$ cat src/rtl/ysyx_23060187_ifu_if.sv
// IFU bus bundle: instruction-memory request/response, IFU->IDU handoff
// and the next-PC return path from the back end.
interface ysyx_23060187_ifu_if;
  logic        imem_req_valid;
  logic        imem_req_ready;
  logic [31:0] imem_addr;
  logic        imem_resp_valid;
  logic [31:0] imem_resp_data;
  logic        IFU_IDU_valid;
  logic        IDU_IFU_ready;
  logic [31:0] IFU_inst;
  logic [31:0] IFU_pc;
  logic        npc_valid;
  logic [31:0] npc;

  modport master (
    output imem_req_valid,
    input  imem_req_ready,
    output imem_addr,
    input  imem_resp_valid,
    input  imem_resp_data,
    output IFU_IDU_valid,
    input  IDU_IFU_ready,
    output IFU_inst,
    output IFU_pc,
    input  npc_valid,
    input  npc
  );

  modport slave (
    input  imem_req_valid,
    output imem_req_ready,
    input  imem_addr,
    output imem_resp_valid,
    output imem_resp_data,
    input  IFU_IDU_valid,
    output IDU_IFU_ready,
    input  IFU_inst,
    input  IFU_pc,
    output npc_valid,
    output npc
  );
endinterface

$ cat src/rtl/ysyx_23060187_ifu.sv
// Multi-cycle instruction fetch unit: one instruction in flight, fetched,
// handed to the IDU, then held until the back end returns the next PC.
module ysyx_23060187_ifu #(
  parameter logic [31:0] RESET_PC = 32'h8000_0000
) (
  input  logic                        clk,
  input  logic                        rst,
  ysyx_23060187_ifu_if.master         bus,
  output logic [31:0]                 fetch_cnt
);

  typedef enum logic [2:0] {
    S_IDLE  = 3'd0,
    S_FETCH = 3'd1,
    S_WAIT  = 3'd2,
    S_VALID = 3'd3,
    S_EXEC  = 3'd4
  } state_t;

  state_t      state_q, state_d;
  logic [31:0] pc_q, pc_d;
  logic [31:0] inst_q, inst_d;
  logic [31:0] inst_pc_q, inst_pc_d;
  logic [31:0] fetch_cnt_q, fetch_cnt_d;

  always_ff @(posedge clk) begin
    if (!rst) begin
      state_q     <= S_IDLE;
      pc_q        <= RESET_PC;
      inst_q      <= 32'h0;
      inst_pc_q   <= RESET_PC;
      fetch_cnt_q <= 32'h0;
    end else begin
      state_q     <= state_d;
      pc_q        <= pc_d;
      inst_q      <= inst_d;
      inst_pc_q   <= inst_pc_d;
      fetch_cnt_q <= fetch_cnt_d;
    end
  end

  // Each input is only honoured in the one state that owns its handshake.
  always_comb begin
    state_d     = state_q;
    pc_d        = pc_q;
    inst_d      = inst_q;
    inst_pc_d   = inst_pc_q;
    fetch_cnt_d = fetch_cnt_q;
    case (state_q)
      S_IDLE:  state_d = S_FETCH;
      S_FETCH: if (bus.imem_req_ready) state_d = S_WAIT;
      S_WAIT: begin
        if (bus.imem_resp_valid) begin
          inst_d    = bus.imem_resp_data;
          inst_pc_d = pc_q;
          state_d   = S_VALID;
        end
      end
      S_VALID: begin
        if (bus.IDU_IFU_ready) begin
          fetch_cnt_d = fetch_cnt_q + 32'd1;
          state_d     = S_EXEC;
        end
      end
      S_EXEC: begin
        if (bus.npc_valid) begin
          pc_d    = bus.npc & 32'hFFFF_FFFC;
          state_d = S_FETCH;
        end
      end
      default: state_d = S_IDLE;
    endcase
  end

  assign bus.imem_req_valid = (state_q == S_FETCH);
  assign bus.imem_addr      = pc_q;
  assign bus.IFU_IDU_valid  = (state_q == S_VALID);
  assign bus.IFU_inst       = inst_q;
  assign bus.IFU_pc         = inst_pc_q;
  assign fetch_cnt          = fetch_cnt_q;

endmodule
$ cat src/flat_wrapper.sv
// flat-port wrapper written by rule: the top's interface ports become plain ports
module ysyx_23060187_ifu_flat 
#(
  parameter logic [31:0] RESET_PC = 32'h8000_0000
)
  (clk, rst, fetch_cnt, bus_imem_req_valid, bus_imem_req_ready, bus_imem_addr, bus_imem_resp_valid, bus_imem_resp_data, bus_IFU_IDU_valid, bus_IDU_IFU_ready, bus_IFU_inst, bus_IFU_pc, bus_npc_valid, bus_npc);
  ysyx_23060187_ifu_if bus_i ();
  input  logic clk;
  input  logic rst;
  output logic [31:0] fetch_cnt;
  output wire logic [$bits(bus_i.imem_req_valid)-1:0] bus_imem_req_valid;
  input wire logic [$bits(bus_i.imem_req_ready)-1:0] bus_imem_req_ready;
  output wire logic [$bits(bus_i.imem_addr)-1:0] bus_imem_addr;
  input wire logic [$bits(bus_i.imem_resp_valid)-1:0] bus_imem_resp_valid;
  input wire logic [$bits(bus_i.imem_resp_data)-1:0] bus_imem_resp_data;
  output wire logic [$bits(bus_i.IFU_IDU_valid)-1:0] bus_IFU_IDU_valid;
  input wire logic [$bits(bus_i.IDU_IFU_ready)-1:0] bus_IDU_IFU_ready;
  output wire logic [$bits(bus_i.IFU_inst)-1:0] bus_IFU_inst;
  output wire logic [$bits(bus_i.IFU_pc)-1:0] bus_IFU_pc;
  input wire logic [$bits(bus_i.npc_valid)-1:0] bus_npc_valid;
  input wire logic [$bits(bus_i.npc)-1:0] bus_npc;
  assign bus_imem_req_valid = bus_i.imem_req_valid;
  assign bus_i.imem_req_ready = bus_imem_req_ready;
  assign bus_imem_addr = bus_i.imem_addr;
  assign bus_i.imem_resp_valid = bus_imem_resp_valid;
  assign bus_i.imem_resp_data = bus_imem_resp_data;
  assign bus_IFU_IDU_valid = bus_i.IFU_IDU_valid;
  assign bus_i.IDU_IFU_ready = bus_IDU_IFU_ready;
  assign bus_IFU_inst = bus_i.IFU_inst;
  assign bus_IFU_pc = bus_i.IFU_pc;
  assign bus_i.npc_valid = bus_npc_valid;
  assign bus_i.npc = bus_npc;
  ysyx_23060187_ifu #(.RESET_PC(RESET_PC)) u_core (.clk(clk), .rst(rst), .bus(bus_i), .fetch_cnt(fetch_cnt));
endmodule
$ cat config.mk
export PLATFORM = sky130hd
export DESIGN_NAME = ysyx_23060187_ifu_flat
export DESIGN_NICKNAME = d
export VERILOG_FILES = /design/src/rtl/ysyx_23060187_ifu_if.sv /design/src/rtl/ysyx_23060187_ifu.sv /design/src/flat_wrapper.sv
export SDC_FILE = /design/constraint.sdc
export NUM_CORES = 1
export LEC_CHECK = 0
export BUFFER_PORTS_ARGS = -buffer_cell sky130_fd_sc_hd__buf_2
export CAP_MARGIN = 20
export CORE_MARGIN = 5
export CORE_UTILIZATION = 49
export DETAILED_ROUTE_END_ITERATION = 7
export PLACE_DENSITY = 0.91
export RECOVER_POWER = 25
export REMOVE_ABC_BUFFERS = 1
export SLEW_MARGIN = 0
export SYNTH_ARGS = -nofsm -noshare
export SYNTH_HDL_FRONTEND = slang
export SYNTH_SLANG_ARGS = --single-unit
$ cat constraint.sdc
create_clock -name clk -period 2.4 [get_ports clk]
set_input_delay 0.12 -clock clk [delete_from_list [all_inputs] [get_ports clk]]
set_output_delay 0.12 -clock clk [all_outputs]
set_load 0.05 [all_outputs]
==> results of run 1 <==
-- flip-flops by register name, summed over array words and instances (netlist names) --
| name | flops |
|---|---|
| u_core.fetch_cnt | 32 |
| u_core.state_q | 3 |
| u_core.bus.IFU_pc | 30 |
| u_core.bus.IFU_inst | 32 |
| u_core.bus.imem_addr | 30 |
-- layer usage --
layer / vias to the layer above / routed length (um) / track usage, %
li1: 2527 / - / -
met1: 2473 / 6120 / 27.4
met2: 250 / 8300 / 44.9
met3: 84 / 1140 / 7.39
met4: 0 / 939 / 17.0
met5: - / 0 / 0
-- how the worst max path moves through the flow --
stage / startpoint / endpoint / slack (ps) / cells after the start
after floorplan: u_core.state_q[1] / u_core.bus.imem_addr[10] / -590 / 3
after global placement: u_core.fetch_cnt[0] / u_core.fetch_cnt[20] / 240 / 5
after detailed placement: u_core.fetch_cnt[0] / u_core.fetch_cnt[20] / 170 / 5
after CTS: u_core.fetch_cnt[0] / u_core.fetch_cnt[26] / 90 / 5
after global routing: u_core.fetch_cnt[0] / u_core.fetch_cnt[26] / 170 / 5
final: u_core.fetch_cnt[0] / u_core.fetch_cnt[26] / 320 / 5
-- cell usage in the layout (no fill, tap or decap), drive strengths merged, types with 2 or more instances in the layout --
master	count
buf	144
xnor2	5
nand2	196
conb	4
dfxtp	127
nor2	2
dlygate4sd3	63
nand4	8
or3	8
clkinv	6
o21ai	8
a21boi	111
o31ai	12
and2	12
inv	8
xor2	6
nor3	3
or4	14
nand3	14
and3	2
clkinvlp	4
nor4	4
nor3b	3
and4	3
clkbuf	77
a21oi	2
-- stage by stage --
step	power (mW)	worst slack [ps]	utilization [%]	instance area, um2
6_report	4.79	322	71.2	7320
5_1_grt	4.95	171	71.2	7320
4_1_cts	4.81	93.7	71.9	7390
3_5_place_dp	2.47	174	60.7	6230
3_3_place_gp	2.46	238	60.7	6230
2_1_floorplan	2.33	-591	-	4960
-- cell families after synthesis --
family          Yosys count  share of synthesized area [%]
simple gates            277                           24.8
compound gates          137                           19.5
flops                   127                           49.3
buf+inv                  51                           4.18
xor+xnor                 11                           1.87
fa+ha+maj                 1                          0.243
other cells               1                         0.0728
-- synth_stat cells --
cell,number,area (um2)
nand2_1,196,736
dfxtp_1,127,2540
a21boi_0,105,788
clkbuf_1,41,154
nand3_1,14,70.1
or4_1,13,97.6
and2_1,12,75.1
o31ai_1,12,90.1
nand4_1,8,50.1
o21ai_0,8,40.0
or3_1,8,50.1
a21boi_1,6,45.0
xor2_1,6,52.6
xnor2_1,5,43.8
buf_4,4,30.0
inv_1,4,15.0
nor4_1,4,25.0
and4_1,3,26.3
nor3_1,3,15.0
nor3b_1,3,22.5
a21oi_1,2,10.0
and3_1,2,12.5
nor2_1,2,7.51
a211oi_1,1,7.51
a22oi_1,1,7.51
and3b_1,1,8.76
and4b_1,1,10.0
buf_2,1,5.00
buf_6,1,11.3
conb_1,1,3.75
ha_1,1,12.5
nand3b_1,1,7.51
nand4b_2,1,15.0
nand4bb_1,1,11.3
nor2b_1,1,6.26
nor4b_1,1,8.76
nor4bb_1,1,10.0
o21a_1,1,7.51
o221a_2,1,11.3
or4_4,1,11.3
-- final cells by class --
cell class	count	area, um2	share of cell area (%)
sequential	127	2540	34.7
clock inverter	14	110	1.50
multi-input combinational	430	2430	33.2
antenna	1	2.50	0.0342
clock buffer	18	418	5.71
inverter	4	15.0	0.205
tap	136	170	2.33
timing repair buffer	266	1630	22.3
-- worst min-delay path, cell delays in order --
cell and delay [ps]:
buf_2 110, nor3b_1 50, a21oi_1 110, o221a_2 190
-- power breakdown --
group / total, mW / switching, mW / internal, mW / leakage [nW]
clock network: 2.28 / 0.995 / 1.28 / 0.249
registers: 2.14 / 0.0112 / 2.13 / 1.02
logic: 0.375 / 0.207 / 0.169 / 1.56
-- timing repair --
action,4_1_cts,5_1_grt
resized for setup,0,1
setup buffers,0,0
hold buffers,63,0
endpoints found under the setup margin,0,1
endpoints found under the hold margin,63,0
==> impl_results.md, run 1 <==
- Outcome: finished clean
- Worst-margin pin slew: 687 ps
- Hold Crit Depth: 4
- DP HPWL: 8880 um
- Sequential area share after synthesis: 49.3%
- Highest net fanout along the worst path: 19
- WHS Endpoint: u_core.state_q[0]
- Leakage dissipation: 2.83 nW
- DR vias/cell: 5.36
- Die height: 113 um
- Hold/Removal Path Class: primary input to register
- Reg-to-Reg Start: u_core.fetch_cnt[0]
- CP max stage delay: roughly 550 ps
- Total wire length: 16,500 um
- Drt drc: 0
- H-tree depth: 4
- Min-delay src: bus_imem_resp_valid
- Element type at the critical path end: register
- Required @ worst endpoint: ~2800 ps
- Slew HR: a little over half
- Synth-to-Final Area Change: 42.0%
- Clk Latency, worst-skew pair: 510 ps
- Core area: 0.0103 mm2
- Global-route wire length before repair: 26,600 um
- Largest net degree at the start of global routing: 128
- Yosys warns: 0
- Row count: 37
- Final setup vio count: 0
- Vias in the first global route: 5,402
- IO Port Bufs: 193
- Clock-pin slew on the worst setup and hold paths: 60 ps
- Gate Count Post-Synth: between 600 and 700
- Top-level I/O count: 200
- Critical-path cell list: ha_1 > nand3_1 > or4_4 > or4_1 > a21boi_0
- TritonCTS buffer count: 17
- Overall routing resource usage: 25.9%
- Final Hold Viols: 0
- R2R Path End: u_core.fetch_cnt[26]
- Final Cycle Share: 86.6%
- Max-cap check violation count: 0
- Initial Util: approximately 50%
- CTS tree: yes
- Via count: 5,334
- Delay-heaviest family, CP: simple AND/OR/NAND/NOR gates
- Detail Route Antenna Nets: 0
- Max Freq: ~0.48 GHz
- Seq cells post-synth: 127
- Synthesized cell area: 0.00515 mm2
- Die X: about 110 um
- Setup TNS: 0 ps
- Gr ovfl total: 0
- CP bufs+invs: 0
- Cell Count Post-Placement: 900
- Maximum VDD drop: roughly 410 uV
- Placer congestion estimate: ~0.8
- Clock sink total: 127
- WL/cell: 16.6 um
- Fin nets: 917
- Root Buffer Master: clkbuf_8
- Iter 0 DRT Violations: 313
- Flop2flop setup slack: 320 ps
- Fill count: around 740
- Max-slew violations: 0
- Antenna violations before repair: 1
- CP arrival: 2510 ps
- Crit Path Class: register to register
- Drt pass-1 iters: 5
- CP max-delay cell: or4_4
- RSZ-0062 raised after global routing: false
- Period minus WS final: 2080 ps
- Distinct cells, synth: 40
- Power per Cell Area: 655 mW/mm2
- Fin cells: 996
- Syn_area_per_cell: 8.52 um2
- Die area: between 0.01 and 0.015 mm2
- Setup crit start kind: register
- Hold WS: 88.9 ps
- R2R cell count: 5
- Clk buf depth: 2
- Share of layout cells above drive strength 1: 21.1%
- Final Skew: 7.05 ps
No activity file was read; power rests on OpenSTA's default activity.
==> run 2, diff against run 1 <==
--- a/config.mk
+++ b/config.mk
@@ -5,15 +5,16 @@
 export SDC_FILE = /design/constraint.sdc
 export NUM_CORES = 1
 export LEC_CHECK = 0
-export BUFFER_PORTS_ARGS = -buffer_cell sky130_fd_sc_hd__buf_2
 export CAP_MARGIN = 20
-export CORE_MARGIN = 5
-export CORE_UTILIZATION = 49
+export CORE_MARGIN = 3
+export CORE_UTILIZATION = 60
 export DETAILED_ROUTE_END_ITERATION = 7
-export PLACE_DENSITY = 0.91
+export DONT_BUFFER_PORTS = 1
+export PLACE_DENSITY = 0.87
 export RECOVER_POWER = 25
 export REMOVE_ABC_BUFFERS = 1
 export SLEW_MARGIN = 0
 export SYNTH_ARGS = -nofsm -noshare
 export SYNTH_HDL_FRONTEND = slang
 export SYNTH_SLANG_ARGS = --single-unit
+export TNS_END_PERCENT = 5
==> run 2 against run 1 <==
Net effect: die area is 23% lower; critical endpoint is now u_core.bus.IFU_pc[31]; first-iteration DRC count is 48% lower; via count is 12% lower; global-route usage is 4.4 points higher; largest cell class unchanged; design area is 8.7% lower; combinational power is 29% lower.
==> impl_results.md, run 2 (synthesis gave the netlist of run 1 again) <==
- Outcome: finished clean
- CP max-delay cell: dlygate4sd3_1
- Crit Path Class: register to register
- Critical-path cell list: buf_4 > nor2_1 > and3_2 > buf_4 > nand2_1 > nand3_1 > dlygate4sd3_1
- Global-route wire length before repair: 23,900 um (-9.9%)
- CP arrival: 2680 ps (+170 ps)
- Highest net fanout along the worst path: 17 (-2)
- Vias in the first global route: 4,826 (-11%)
- Delay-heaviest family, CP: buffers and inverters
- Via count: 4,705 (-12%)
- Share of layout cells above drive strength 1: 7.85% (-13 points)
- Final Skew: 11.9 ps (+4.87 ps)
- Placer congestion estimate: 0.879 (+9.6%)
- Clk Latency, worst-skew pair: 510 ps (about the same)
- Largest net degree at the start of global routing: 128 (unchanged)
- Synth-to-Final Area Change: 29.7%
- Drt drc: 0 (unchanged)
- Final Hold Viols: 0 (unchanged)
- Most common cell after layout, fill and taps aside: nand2_1
- Top-level I/O count: 200 (unchanged)
- Gr ovfl total: 0 (unchanged)
- CP bufs+invs: 3 (+3)
- DR vias/cell: 5.84 (+9.0%)
- Power per Cell Area: 753 mW/mm2 (+15%)
- Leakage dissipation: 2.26 nW (-20%)
- CP max stage delay: 580 ps (+30 ps)
- Cell area after placement: 0.00544 mm2 (-13%)
- Final setup vio count: 0 (unchanged)
- RSZ-0062 raised after global routing: false
- WL/cell: 18.4 um (+11%)
- Maximum VDD drop: 528 uV (+28%)
- Element type at the critical path end: register
- Hold/Removal Path Class: primary input to register
- Period minus WS final: 2230 ps (+152 ps)
- H-tree depth: 4 (unchanged)
- Drt pass-1 iters: 4 (-1)
- Iter 0 DRT Violations: 162 (-48%)
- Final Cycle Share: 92.9% (+6.3 points)
- Fill count: 507 (-32%)
- Most Frequent Cell on Critical Path: buf_4
- Initial Util: 62.1% (+12 points)
- Clock sink total: 127 (unchanged)
- Core area: 0.00830 mm2 (-19%)
- Antenna violations before repair: 0 (-1)
- Multi-input gate area: 0.00244 mm2 (+0.41%)
- Layout Cell Area excl Fill: 0.00668 mm2 (-8.7%)
- Util after Layout: 80.5% (+9.3 points)
- Required @ worst endpoint: 2850 ps (+20 ps)
- IO Port Bufs: 0 (-100%)
- Commonest non-fill, non-tap cells in the layout: nand2_1, dfxtp_1, a21boi_0, dlygate4sd3_1, clkbuf_1
- Max-slew violations: 0 (unchanged)
- Setup crit start kind: register
- TritonCTS buffer count: 17 (unchanged)
- Fin nets: 759 (-17%)
- N_diodes: 0 (-1)
- Max-cap check violation count: 0 (unchanged)
- Root Buffer Master: clkbuf_8
- Clk buf depth: 2 (unchanged)
- Register area: 0.00254 mm2 (unchanged)
- Clock-pin slew on the worst setup and hold paths: 60 ps (about the same)
- Slew HR: 41.8% (-13 points)
- Die area: 0.00974 mm2 (-23%)
- Worst-margin pin slew: 873 ps (+186 ps)
- Row count: 33 (-11%)
- Die height: 98.7 um (-12%)
- Overall routing resource usage: 30.4% (+4.4 points)
- Detail Route Antenna Nets: 0 (unchanged)
- DP HPWL: 8560 um (-3.5%)
- Total wire length: 14,800 um (-10%)
- Max Freq: 0.448 GHz (-6.8%)
- Die X: 98.7 um (-12%)
- CTS tree: yes
==> run 2: stage by stage <==
stage / setup TNS, ps / hold WS [ps] / power [mW] / std cells / worst slack [ps]
2_1_floorplan: -17740 / 192 / 2.33 / 561 / -591
3_3_place_gp: 0 / 210 / 2.37 / 703 / 287
3_5_place_dp: 0 / 221 / 2.37 / 703 / 110
4_1_cts: 0 / 4.58 / 5.04 / 806 / 107
5_1_grt: 0 / 31.9 / 5.18 / 806 / 56.4
6_report: 0 / 28.5 / 5.03 / 806 / 170
==> run 2: routing by layer <==
layer | vias up | GRT usage, % | share of wire [%]
li1 | 2212 | - | -
met1 | 2245 | 33.0 | 37
met2 | 204 | 54.1 | 53
met3 | 44 | 9.06 | 7.1
met4 | 0 | 14.4 | 3.2
met5 | - | 0 | 0
==> run 2: power breakdown <==
group	total, mW	switching (mW)	internal (mW)
logic	0.266	0.131	0.135
clock network	2.58	0.980	1.60
registers	2.19	0.0630	2.13
==> run 2: path summary, 6_finish.rpt <==
kind / depth (start not counted) / to / from / slack, ps
setup / recovery: 7 / u_core.bus.IFU_pc[31] / u_core.state_q[2] / 170
hold / removal: 3 / u_core.fetch_cnt[1] / bus_IDU_IFU_ready / 30
setup reg to reg: 7 / u_core.bus.IFU_pc[31] / u_core.state_q[2] / 170
hold reg to reg: 2 / u_core.fetch_cnt[25] / u_core.fetch_cnt[25] / 550
==> run 2: repair_timing <==
| action | in CTS | in global routing |
|---|---|---|
| hold endpoints to repair | 127 | 0 |
| setup endpoints to repair | 0 | 4 |
| hold buffers | 71 | 0 |
| gates resized for setup | 0 | 2 |
| setup buffers | 0 | 0 |
==> run 2: worst min-delay path, stage by stage <==
cell and delay (ps):
and4b_1 230, nand2_1 80, a21boi_0 60
==> run 2: area by class of cell <==
type	instances	share of cell area, %
clock inverter	15	2.81
sequential	127	38.0
tap	105	1.97
inverter	4	0.225
clock buffer	17	6.20
timing repair buffer	108	14.3
multi-input combinational	430	36.4
